## config.mk

```make
export PLATFORM = sky130hd
export DESIGN_NAME = tetris_round_scheduler
export DESIGN_NICKNAME = d
export VERILOG_FILES = /design/src/rtl/tetris_pkg.sv /design/src/rtl/tetris_req_fifo.sv /design/src/rtl/tetris_round_scheduler.sv
export SDC_FILE = /design/constraint.sdc
export NUM_CORES = 1
export LEC_CHECK = 0
export ABC_AREA = 1
export CAP_MARGIN = 20
export CELL_PAD_IN_SITES_DETAIL_PLACEMENT = 0
export CELL_PAD_IN_SITES_GLOBAL_PLACEMENT = 2
export CORE_AREA = 4 4 163 86
export DETAILED_ROUTE_END_ITERATION = 12
export DIE_AREA = 0 0 167 90
export PLACE_DENSITY_LB_ADDON = 0.12
export SYNTH_ARGS = -nofsm -noshare
export SYNTH_HDL_FRONTEND = slang
export SYNTH_SLANG_ARGS = --single-unit
```

## constraint.sdc

```tcl
create_clock -name clk -period 2.6 [get_ports clk]
set_input_delay 0.26 -clock clk [delete_from_list [all_inputs] [get_ports clk]]
set_output_delay 0.26 -clock clk [all_outputs]
set_load 0.01 [all_outputs]
```

## src/rtl/tetris_pkg.sv

```systemverilog
// Shared constants and types for the Tetris round scheduler.
// Board geometry, piece encoding and scheduler state encoding.
package tetris_pkg;

    localparam int ROUND_LEN    = 16;
    localparam int BOARD_WIDTH  = 6;
    localparam int BOARD_HEIGHT = 12;

    typedef logic [2:0] tetromino_t;

    typedef struct packed {
        tetromino_t kind;
        logic [2:0] pos;
    } piece_t;

    typedef enum logic [2:0] {
        S_IDLE  = 3'd0,
        S_ISSUE = 3'd1,
        S_WAIT  = 3'd2,
        S_DRAIN = 3'd3,
        S_DONE  = 3'd4,
        S_ERR   = 3'd5
    } sched_state_t;

    function automatic logic on_board(logic [2:0] col, int row);
        return (int'(col) < BOARD_WIDTH) && (row < BOARD_HEIGHT);
    endfunction

endpackage

```

## src/rtl/tetris_req_fifo.sv

```systemverilog
// Small synchronous request FIFO holding pending pieces.
// Callers guarantee no push when full and no pop when empty.
module tetris_req_fifo
    import tetris_pkg::*;
#(
    parameter int  DEPTH = 4,
    parameter type T     = piece_t
) (
    input  logic                   clk,
    input  logic                   rst,
    input  logic                   push,
    input  T                       push_data,
    input  logic                   pop,
    output T                       pop_data,
    output logic                   full,
    output logic                   empty,
    output logic [$clog2(DEPTH):0] count
);

    localparam int AW = $clog2(DEPTH);
    localparam logic [AW:0] FULL_CNT = (AW + 1)'(DEPTH);

    T              mem [DEPTH];
    logic [AW-1:0] wr_ptr;
    logic [AW-1:0] rd_ptr;

    always_ff @(posedge clk) begin
        if (push) begin
            mem[wr_ptr] <= push_data;
        end
    end

    always_ff @(posedge clk or posedge rst) begin
        if (rst) begin
            wr_ptr <= '0;
            rd_ptr <= '0;
            count  <= '0;
        end else begin
            if (push) begin
                wr_ptr <= wr_ptr + 1'b1;
            end
            if (pop) begin
                rd_ptr <= rd_ptr + 1'b1;
            end
            unique case ({push, pop})
                2'b10:   count <= count + 1'b1;
                2'b01:   count <= count - 1'b1;
                default: ;
            endcase
        end
    end

    assign pop_data = mem[rd_ptr];
    assign full     = (count == FULL_CNT);
    assign empty    = (count == '0);

endmodule

```

## src/rtl/tetris_round_scheduler.sv

```systemverilog
// Issues buffered piece requests to the Tetris engine one at a time,
// tracks round boundaries, drains failed rounds and latches errors.
module tetris_round_scheduler #(
    parameter int DEPTH     = 4,
    parameter int ROUND_LEN = tetris_pkg::ROUND_LEN,
    parameter int TIMEOUT   = 1000
) (
    input  logic       clk,
    input  logic       rst,
    input  logic       req_valid,
    output logic       req_ready,
    input  logic [2:0] req_tetromino,
    input  logic [2:0] req_position,
    output logic       eng_in_valid,
    output logic [2:0] eng_tetrominoes,
    output logic [2:0] eng_position,
    input  logic       eng_score_valid,
    input  logic       eng_fail,
    input  logic [3:0] eng_score,
    output logic       round_done,
    output logic [3:0] round_score,
    output logic       round_fail,
    output logic [4:0] round_pieces,
    output logic [7:0] round_id,
    output logic       err
);

    import tetris_pkg::*;

    localparam int TW = $clog2(TIMEOUT + 1);
    localparam logic [TW-1:0] T_LAST = TW'(TIMEOUT - 1);
    localparam logic [4:0] RL = 5'(ROUND_LEN);

    sched_state_t state;
    piece_t       cur;
    piece_t       fifo_head;
    piece_t       req_piece;
    logic [TW-1:0] timer;
    logic [4:0]   played;
    logic [4:0]   played_n;
    logic [4:0]   drop;
    logic [3:0]   score_q;
    logic         run;
    logic         spurious;
    logic         fifo_push;
    logic         fifo_pop;
    logic         fifo_full;
    logic         fifo_empty;
    logic [$clog2(DEPTH):0] fifo_count;

    assign req_piece = '{kind: req_tetromino, pos: req_position};
    assign spurious  = eng_score_valid && (state != S_WAIT);
    assign played_n  = played + 5'd1;

    // run keeps req_ready low while reset is held and for one cycle after
    assign req_ready = run && !fifo_full && (state != S_ERR);
    assign fifo_push = req_valid && req_ready;
    assign fifo_pop  = !spurious &&
                       (((state == S_IDLE) && !fifo_empty) ||
                        ((state == S_DRAIN) && (drop != '0) &&
                         (fifo_count != '0)));

    assign eng_in_valid    = (state == S_ISSUE);
    assign eng_tetrominoes = eng_in_valid ? cur.kind : '0;
    assign eng_position    = eng_in_valid ? cur.pos : '0;
    assign round_done      = (state == S_DONE);
    assign err             = (state == S_ERR);

    tetris_req_fifo #(
        .DEPTH (DEPTH),
        .T     (piece_t)
    ) u_fifo (
        .clk       (clk),
        .rst       (rst),
        .push      (fifo_push),
        .push_data (req_piece),
        .pop       (fifo_pop),
        .pop_data  (fifo_head),
        .full      (fifo_full),
        .empty     (fifo_empty),
        .count     (fifo_count)
    );

    always_ff @(posedge clk or posedge rst) begin
        if (rst) begin
            state        <= S_IDLE;
            cur          <= '0;
            timer        <= '0;
            played       <= '0;
            drop         <= '0;
            score_q      <= '0;
            run          <= 1'b0;
            round_score  <= '0;
            round_fail   <= 1'b0;
            round_pieces <= '0;
            round_id     <= '0;
        end else begin
            run <= 1'b1;
            if (spurious) begin
                state <= S_ERR;
            end else begin
                unique case (state)
                    S_IDLE: begin
                        if (!fifo_empty) begin
                            cur   <= fifo_head;
                            state <= S_ISSUE;
                        end
                    end
                    S_ISSUE: begin
                        timer <= '0;
                        state <= S_WAIT;
                    end
                    S_WAIT: begin
                        if (eng_score_valid) begin
                            played  <= played_n;
                            score_q <= eng_score;
                            if (eng_fail && (played_n < RL)) begin
                                drop  <= RL - played_n;
                                state <= S_DRAIN;
                            end else if (eng_fail || (played_n == RL)) begin
                                round_score  <= eng_score;
                                round_fail   <= eng_fail;
                                round_pieces <= played_n;
                                round_id     <= round_id + 8'd1;
                                state        <= S_DONE;
                            end else begin
                                state <= S_IDLE;
                            end
                        end else if (timer == T_LAST) begin
                            state <= S_ERR;
                        end else begin
                            timer <= timer + 1'b1;
                        end
                    end
                    S_DRAIN: begin
                        // only reached from a failed result, so fail is 1
                        if (drop == '0) begin
                            round_score  <= score_q;
                            round_fail   <= 1'b1;
                            round_pieces <= played;
                            round_id     <= round_id + 8'd1;
                            state        <= S_DONE;
                        end else if (fifo_count != '0) begin
                            drop <= drop - 5'd1;
                        end
                    end
                    S_DONE: begin
                        played <= '0;
                        state  <= S_IDLE;
                    end
                    S_ERR: ;
                    default: state <= S_ERR;
                endcase
            end
        end
    end

endmodule
```

Word level (Yosys, flattened, before mapping)
Memories as Yosys holds them, arrays and structs flattened. A register that Yosys moved wholly into a read port is not among the register bits.
Cells that the tools add are included.
{"block": "word_totals", "word_cells": 124, "mem_count": 1, "inputBits": 15, "output_inout_bits": 28, "register_bits": 53, "mem_bits_rw": 24}
{"block": "classes", "add_sub_neg": 9, "n_reduce_logical": 30, "n_lt_le_gt_ge": 1, "n_mux": 43, "bitwise_logic": 2, "eq_ne": 25}
{"name": "u_fifo.mem", "words": 4, "width": 6, "rd": 1, "rd_ports_with_merged_regs": 1, "write_ports": 1, "line": "tetris_req_fifo.sv:23", "source": "T mem [DEPTH];"}
{"operator": "2-to-1 mux 5 bit", "n": 9}
{"operator": "2-to-1 mux 8 bit", "n": 4}
{"operator": "case mux 5 bit (2 select lines)", "n": 3}
{"operator": "2-to-1 mux 3 bit", "n": 9}
{"operator": "2-to-1 mux 10 bit", "n": 2}
{"operator": "case mux 10 bit (2 select lines)", "n": 1}
{"operator": "case mux 3 bit (6 select lines)", "n": 1}
{"operator": "2-to-1 mux 4 bit", "n": 4}
{"operator": "case mux 8 bit (2 select lines)", "n": 1}
{"operator": "!= test 2 bit (second input constant)", "n": 7}
{"operator": "AND reduction 6 bit", "n": 2}
{"operator": "adder 10 x 1 -> 10 bit (second input constant)", "n": 1}
{"operator": "== test 10 bit (second input constant)", "n": 1}
{"operator": "== test 3 bit (second input constant)", "n": 3}
{"operator": "logical AND 1 bit", "n": 9}
{"operator": "AND reduction 3 bit", "n": 3}
{"operator": "adder 8 x 1 -> 8 bit (second input constant)", "n": 1}
{"operator": "case mux 4 bit (2 select lines)", "n": 1}
{"operator": "AND reduction 4 bit", "n": 2}
{"operator": "nonzero test 2 bit", "n": 4}
{"operator": "== test 3 x 2 -> 1 bit (second input constant)", "n": 2}
{"operator": "zero test 3 bit", "n": 2}
{"operator": "2-to-1 mux 1 bit", "n": 6}
{"operator": "!= test 2 x 1 -> 1 bit (second input constant)", "n": 3}
{"operator": "22 further kinds", "n": 29}

Longest topological paths before layout
{"block": "logic_depth", "word_depth": 8, "ltp_mapped": 13, "ltp_nobuf": 13}

Modules after synthesis
From an unflattened synthesis, not the netlist that was laid out.
{"block": "hier_totals", "cells_unflattened": 532, "area_unflattened_um2": 4408.0}
{"module": "tetris_round_scheduler", "n_inst": 1, "area_per_inst_um2": 3024.2, "cells_per_inst": 413, "seq_area_each_um2": 1301.2}
{"module": "tetris_req_fifo", "n_inst": 1, "area_per_inst_um2": 1383.8, "cells_per_inst": 119, "seq_area_each_um2": 895.9}

Least setup slack after synthesis
No wires, ideal clock.
{"block": "synth_path", "kind": "reg-to-reg", "from": "reg state[2]", "to": "reg u_fifo.count[2]", "path_buffers": 1, "required_ns": 2.476, "setup_slack_ns": 0.400, "synth_period_minus_slack_ns": 2.200, "t_arrival_ns": 2.076, "setup_time_ns": 0.124, "stages_incl_launch_ff": 13, "cell_sequence": "dfrtp_1 -> inv_2 -> nand2_2 -> nor2_2 -> buf_4 -> nand2_2 -> a211oi_4 -> ha_1 -> inv_1 -> fa_1 -> a21oi_1 -> o21ai_0 -> xnor2_1"}
{"block": "synth_between", "elab_chain_len": 7, "word_cells_on_any_way": 17, "cone_classes": "5 x eq/ne; 1 x mux; 11 x reduce/logical"}
{"item": "start: declaration", "line": "tetris_round_scheduler.sv:34", "source": "sched_state_t state;"}
{"item": "start signal: assignment", "line": "tetris_round_scheduler.sv:86", "source": "state <= S_IDLE;"}
{"item": "start signal: assignment", "line": "tetris_round_scheduler.sv:100", "source": "state <= S_ERR;"}
{"item": "start signal: assignment", "line": "tetris_round_scheduler.sv:106", "source": "state <= S_ISSUE;"}
{"item": "== test 3 x 2 -> 1 bit", "line": "tetris_round_scheduler.sv:60", "source": "((state == S_DRAIN) && (drop != '0) &&"}
{"item": "logical AND 1 bit (2 in a row)", "line": "tetris_round_scheduler.sv:60"}
{"item": "logical OR 1 bit", "line": "tetris_round_scheduler.sv:59", "source": "(((state == S_IDLE) && !fifo_empty) ||"}
{"item": "logical AND 1 bit (*)", "line": "tetris_round_scheduler.sv:58", "source": "assign fifo_pop = !spurious &&"}
{"item": "net fifo_pop", "line": "tetris_round_scheduler.sv:46", "source": "logic fifo_pop;"}
{"item": "== test 2 x 1 -> 1 bit / == test 2 bit (equally long branches)", "line": "tetris_req_fifo.sv:45", "source": "unique case ({push, pop})"}
{"item": "case mux 3 bit (2 select lines) / nonzero test 2 bit (equally long branches)"}
{"item": "end signal: assignment", "line": "tetris_req_fifo.sv:46", "source": "2'b10: count <= count + 1'b1;"}
{"item": "end signal: assignment", "line": "tetris_req_fifo.sv:47", "source": "2'b01: count <= count - 1'b1;"}
{"item": "end: declaration", "line": "tetris_req_fifo.sv:17", "source": "output logic [$clog2(DEPTH):0] count"}
The timed path passes the listed nets; every way through them passes the cells marked *.
A chain may end at the register's enable or synchronous reset.

Worst setup path in the final report
{"block": "layout_path", "from": "reg drop[0]", "to": "reg u_fifo.count[2]"}
{"block": "layout_between", "elab_chain_len": 7, "word_cells_on_any_way": 9, "cone_classes": "2 x eq/ne; 1 x mux; 6 x reduce/logical"}
{"item": "start: declaration", "line": "tetris_round_scheduler.sv:41", "source": "logic [4:0] drop;"}
{"item": "start signal: assignment", "line": "tetris_round_scheduler.sv:118", "source": "drop <= RL - played_n;"}
{"item": "start signal: assignment", "line": "tetris_round_scheduler.sv:144", "source": "drop <= drop - 5'd1;"}
{"item": "nonzero test 5 bit (*)", "line": "tetris_round_scheduler.sv:60"}
{"item": "logical AND 1 bit (*) (2 in a row)", "line": "tetris_round_scheduler.sv:60"}
{"item": "logical OR 1 bit (*)", "line": "tetris_round_scheduler.sv:59"}
{"item": "logical AND 1 bit (*)", "line": "tetris_round_scheduler.sv:58"}
{"item": "net fifo_pop", "line": "tetris_round_scheduler.sv:46"}
{"item": "== test 2 x 1 -> 1 bit / == test 2 bit (equally long branches)", "line": "tetris_req_fifo.sv:45"}
{"item": "case mux 3 bit (2 select lines) / nonzero test 2 bit (equally long branches)"}
Marked as above.

==> summary.txt <==
I/O Buffers: 42
Tmin final: 2.40 ns
Cell Int Power: 2.17 mW
Skew final: 0.00744 ns
Clock power frac: 0.468
Required time worst endpoint: 2.83 ns
CTS Sinks: 83
Rel. slew slack: 0.475
RSZ-0062 raised after global routing: false
Residual DRC: 0
Final HPWL DP: 7110 um
Vias per std cell: 4.56
Worst-case clock buffer depth: 2
Min-delay worst type: input pin to asynchronous set/reset pin
Sw power: 0.652 mW
Fmax: 0.416 GHz
Die width: 167 um
Synth Instances: 510
Wire length per cell: 13.6 um
Max-slew violation count: 0
First-pass GRT wire length: 17000 um
Die area: 15000 um2
Share of cells above drive strength 1: 0.0919
Setup crit start kind: flip-flop
CTS root buf: clkbuf_16
Avg Cell Area, Syn: 8.54 um2
Yosys warning count: 0
Initial antenna violation count: 0
Sw frac: 0.231
Synth-to-layout area growth: 21.4%
Rows: 29
Ant. Diodes: 0
Post-CTS Resized: 0
Pwr dens: 533 nW/um2
Placeable Area: 12500 um2
DP Cell Count: 720
CP Class: flip-flop to flip-flop
Setup Fix Bufs, Post-CTS: 0
Final worst-path cycle share: 0.924
H-tree levels: 3
Yosys top cell area share: 0.339
Setup ws final: 0.197 ns
# IOs: 43
Fin cells: 736
Yosys reg bits: 83
Maximum vdd drop: 343 uV
Max-Cap Viols: 0
Final WL: 10000 um
Placer Congestion: 0.751
Result of the run: complete, no violations
Routed Antenna Nets: 0
Final hold violations: 0
Critical path capture point type: flip-flop
Setup WS pre-CTS: 0.230 ns
Area of the mapped netlist: 4360 um2
Worst Max-Slew Pin Slew: 0.779 ns
Detailed Route Iter0 Violations: 197
Seq pwr share: 0.486
CTS Buf Count: 9
Pin count of the biggest net entering global routing: 36
Largest cells by area after synthesis: dfrtp_1 (34%), edfxtp_1 (17%), nand2_1 (11%), o21ai_0 (5.5%), nand3_1 (5.1%)
Post-Route Setup TNS: 0 ns
Crit Path Max Fanout: 4
Comb power frac: 0.046
Crit path arrival time: 2.63 ns
Unique masters post-synth: 39
Post-Route Utilization: 0.423
Net count after synthesis: 537
GRT overflow: 0
Nets: 588
Vias in the first global route: 3325
Initial Utilization: 0.348
Area leader, netlist: dfrtp_1
Final setup viols: 0
Reg clk slew, reported paths: 0.07 ns
Die H: 90 um
Tot GR Track Use: 0.141
Seq/Total Area, Yosys: 0.504
P_leak: 2.44 nW
Vias: 3355
CTS tree: built
Hold buffers post-CTS: 0
Drt first pass iters: 4
Clock latency on the worst-skew pair: 0.34 ns
-- state kept, by name, summed over array words and instances (netlist names), 4 cells and up --
name and flops:
timer 10, played 5, round_id 8, cur 6, score_q 4, u_fifo.mem 24, round_score 4, drop 5
round_pieces 5
-- final cells by class --
cell class,count,area [um2]
multi-input cells,352,1820
clock inverters,7,83.8
well taps,170,213
inverters,63,241
flip-flops and latches,83,2200
fillers,1296,7230
repair buffers,52,508
clock buffers,9,225
-- worst max-delay path, stage by stage, from the launching register on --
cell	delay, ns
dfrtp_1	0.36
inv_1	0.08
ha_1	0.19
inv_1	0.05
nor2_1	0.03
nand2_1	0.13
nand2_2	0.12
a211oi_4	0.33
ha_1	0.20
inv_1	0.06
fa_1	0.37
a21oi_1	0.14
o21ai_0	0.11
xnor2_1	0.13
-- cells in the final DEF (no fill, tap or decap), drive strengths merged --
cell,Yosys,layout
or2,1,1
ha,11,11
and3,1,1
fa,1,1
bufinv,0,1
nor2,51,51
o21ai,50,50
edfxtp,24,24
clkdlybuf4s50,0,42
nand2,138,138
nand3b,2,2
a31oi,1,1
conb,1,1
nand3,47,47
dfrtp,59,59
clkinvlp,0,1
inv,63,66
a211oi,1,1
nor3,8,8
o22ai,9,9
clkinv,0,2
o21a,1,1
xnor2,6,6
clkbuf,3,9
a21oi,6,6
nand4,8,8
xor2,9,9
buf,9,10
-- through the flow --
| step | cell area (um2) | power [mW] | hold slack (ns) |
|---|---|---|---|
| floorplan | 4360 | 1.47 | 0.359 |
| global placement | 4980 | 1.53 | 0.453 |
| detailed placement | 4980 | 1.53 | 0.457 |
| CTS | 5290 | 2.88 | 0.309 |
| global route | 5290 | 2.96 | 0.338 |
| finish | 5290 | 2.82 | 0.299 |
-- power by group through the flow --
stage / combinational, mW / sequential, mW / clock [mW]
finish: 0.129 / 1.37 / 1.32
global route: 0.150 / 1.38 / 1.43
CTS: 0.133 / 1.37 / 1.37
detailed placement: 0.132 / 1.40 / 0
global placement: 0.132 / 1.40 / 0
floorplan: 0.0789 / 1.40 / 0
-- synth_stat cells (all sizes together) --
cell type    n
nand2      138
inv         63
dfrtp       59
nor2        51
o21ai       50
nand3       47
edfxtp      24
ha          11
buf          9
o22ai        9
xor2         9
nand4        8
nor3         8
a21oi        6
xnor2        6
clkbuf       3
nand3b       2
a211oi       1
a31oi        1
and3         1
conb         1
fa           1
o21a         1
or2          1
-- final timing paths --
check | cells after the start | from | end | slack, ns
max | 13 | drop[0]$_DFFE_PP0P_ | u_fifo.count[2]$_DFFE_PP0P_ | 0.20
min | 2 | rst | round_fail$_DFFE_PP0P_ | 0.30
max reg2reg | 13 | drop[0]$_DFFE_PP0P_ | u_fifo.count[2]$_DFFE_PP0P_ | 0.20
min reg2reg | 2 | round_fail$_DFFE_PP0P_ | round_fail$_DFFE_PP0P_ | 0.47
max in group asynchronous | 3 | rst | round_id[1]$_DFFE_PP0P_ | 1.71
min in group clk | 2 | round_fail$_DFFE_PP0P_ | round_fail$_DFFE_PP0P_ | 0.47
-- kinds of logic after synthesis --
family	share of synthesized area
buf+inv	0.0772
other cells	0.000861
compound gates	0.0858
simple gates	0.264
flops	0.504
fa+ha+maj	0.0362
xor+xnor	0.0319
-- routing by layer --
layer	GRT usage	vias to the layer above	part of all wire
li1	-	1760	-
met1	0.189	1537	0.51
met2	0.223	51	0.44
met3	0.0425	7	0.040
met4	0.0395	0	0.0083
met5	0	-	0
Note: power is estimated with default switching activity, not from simulation.
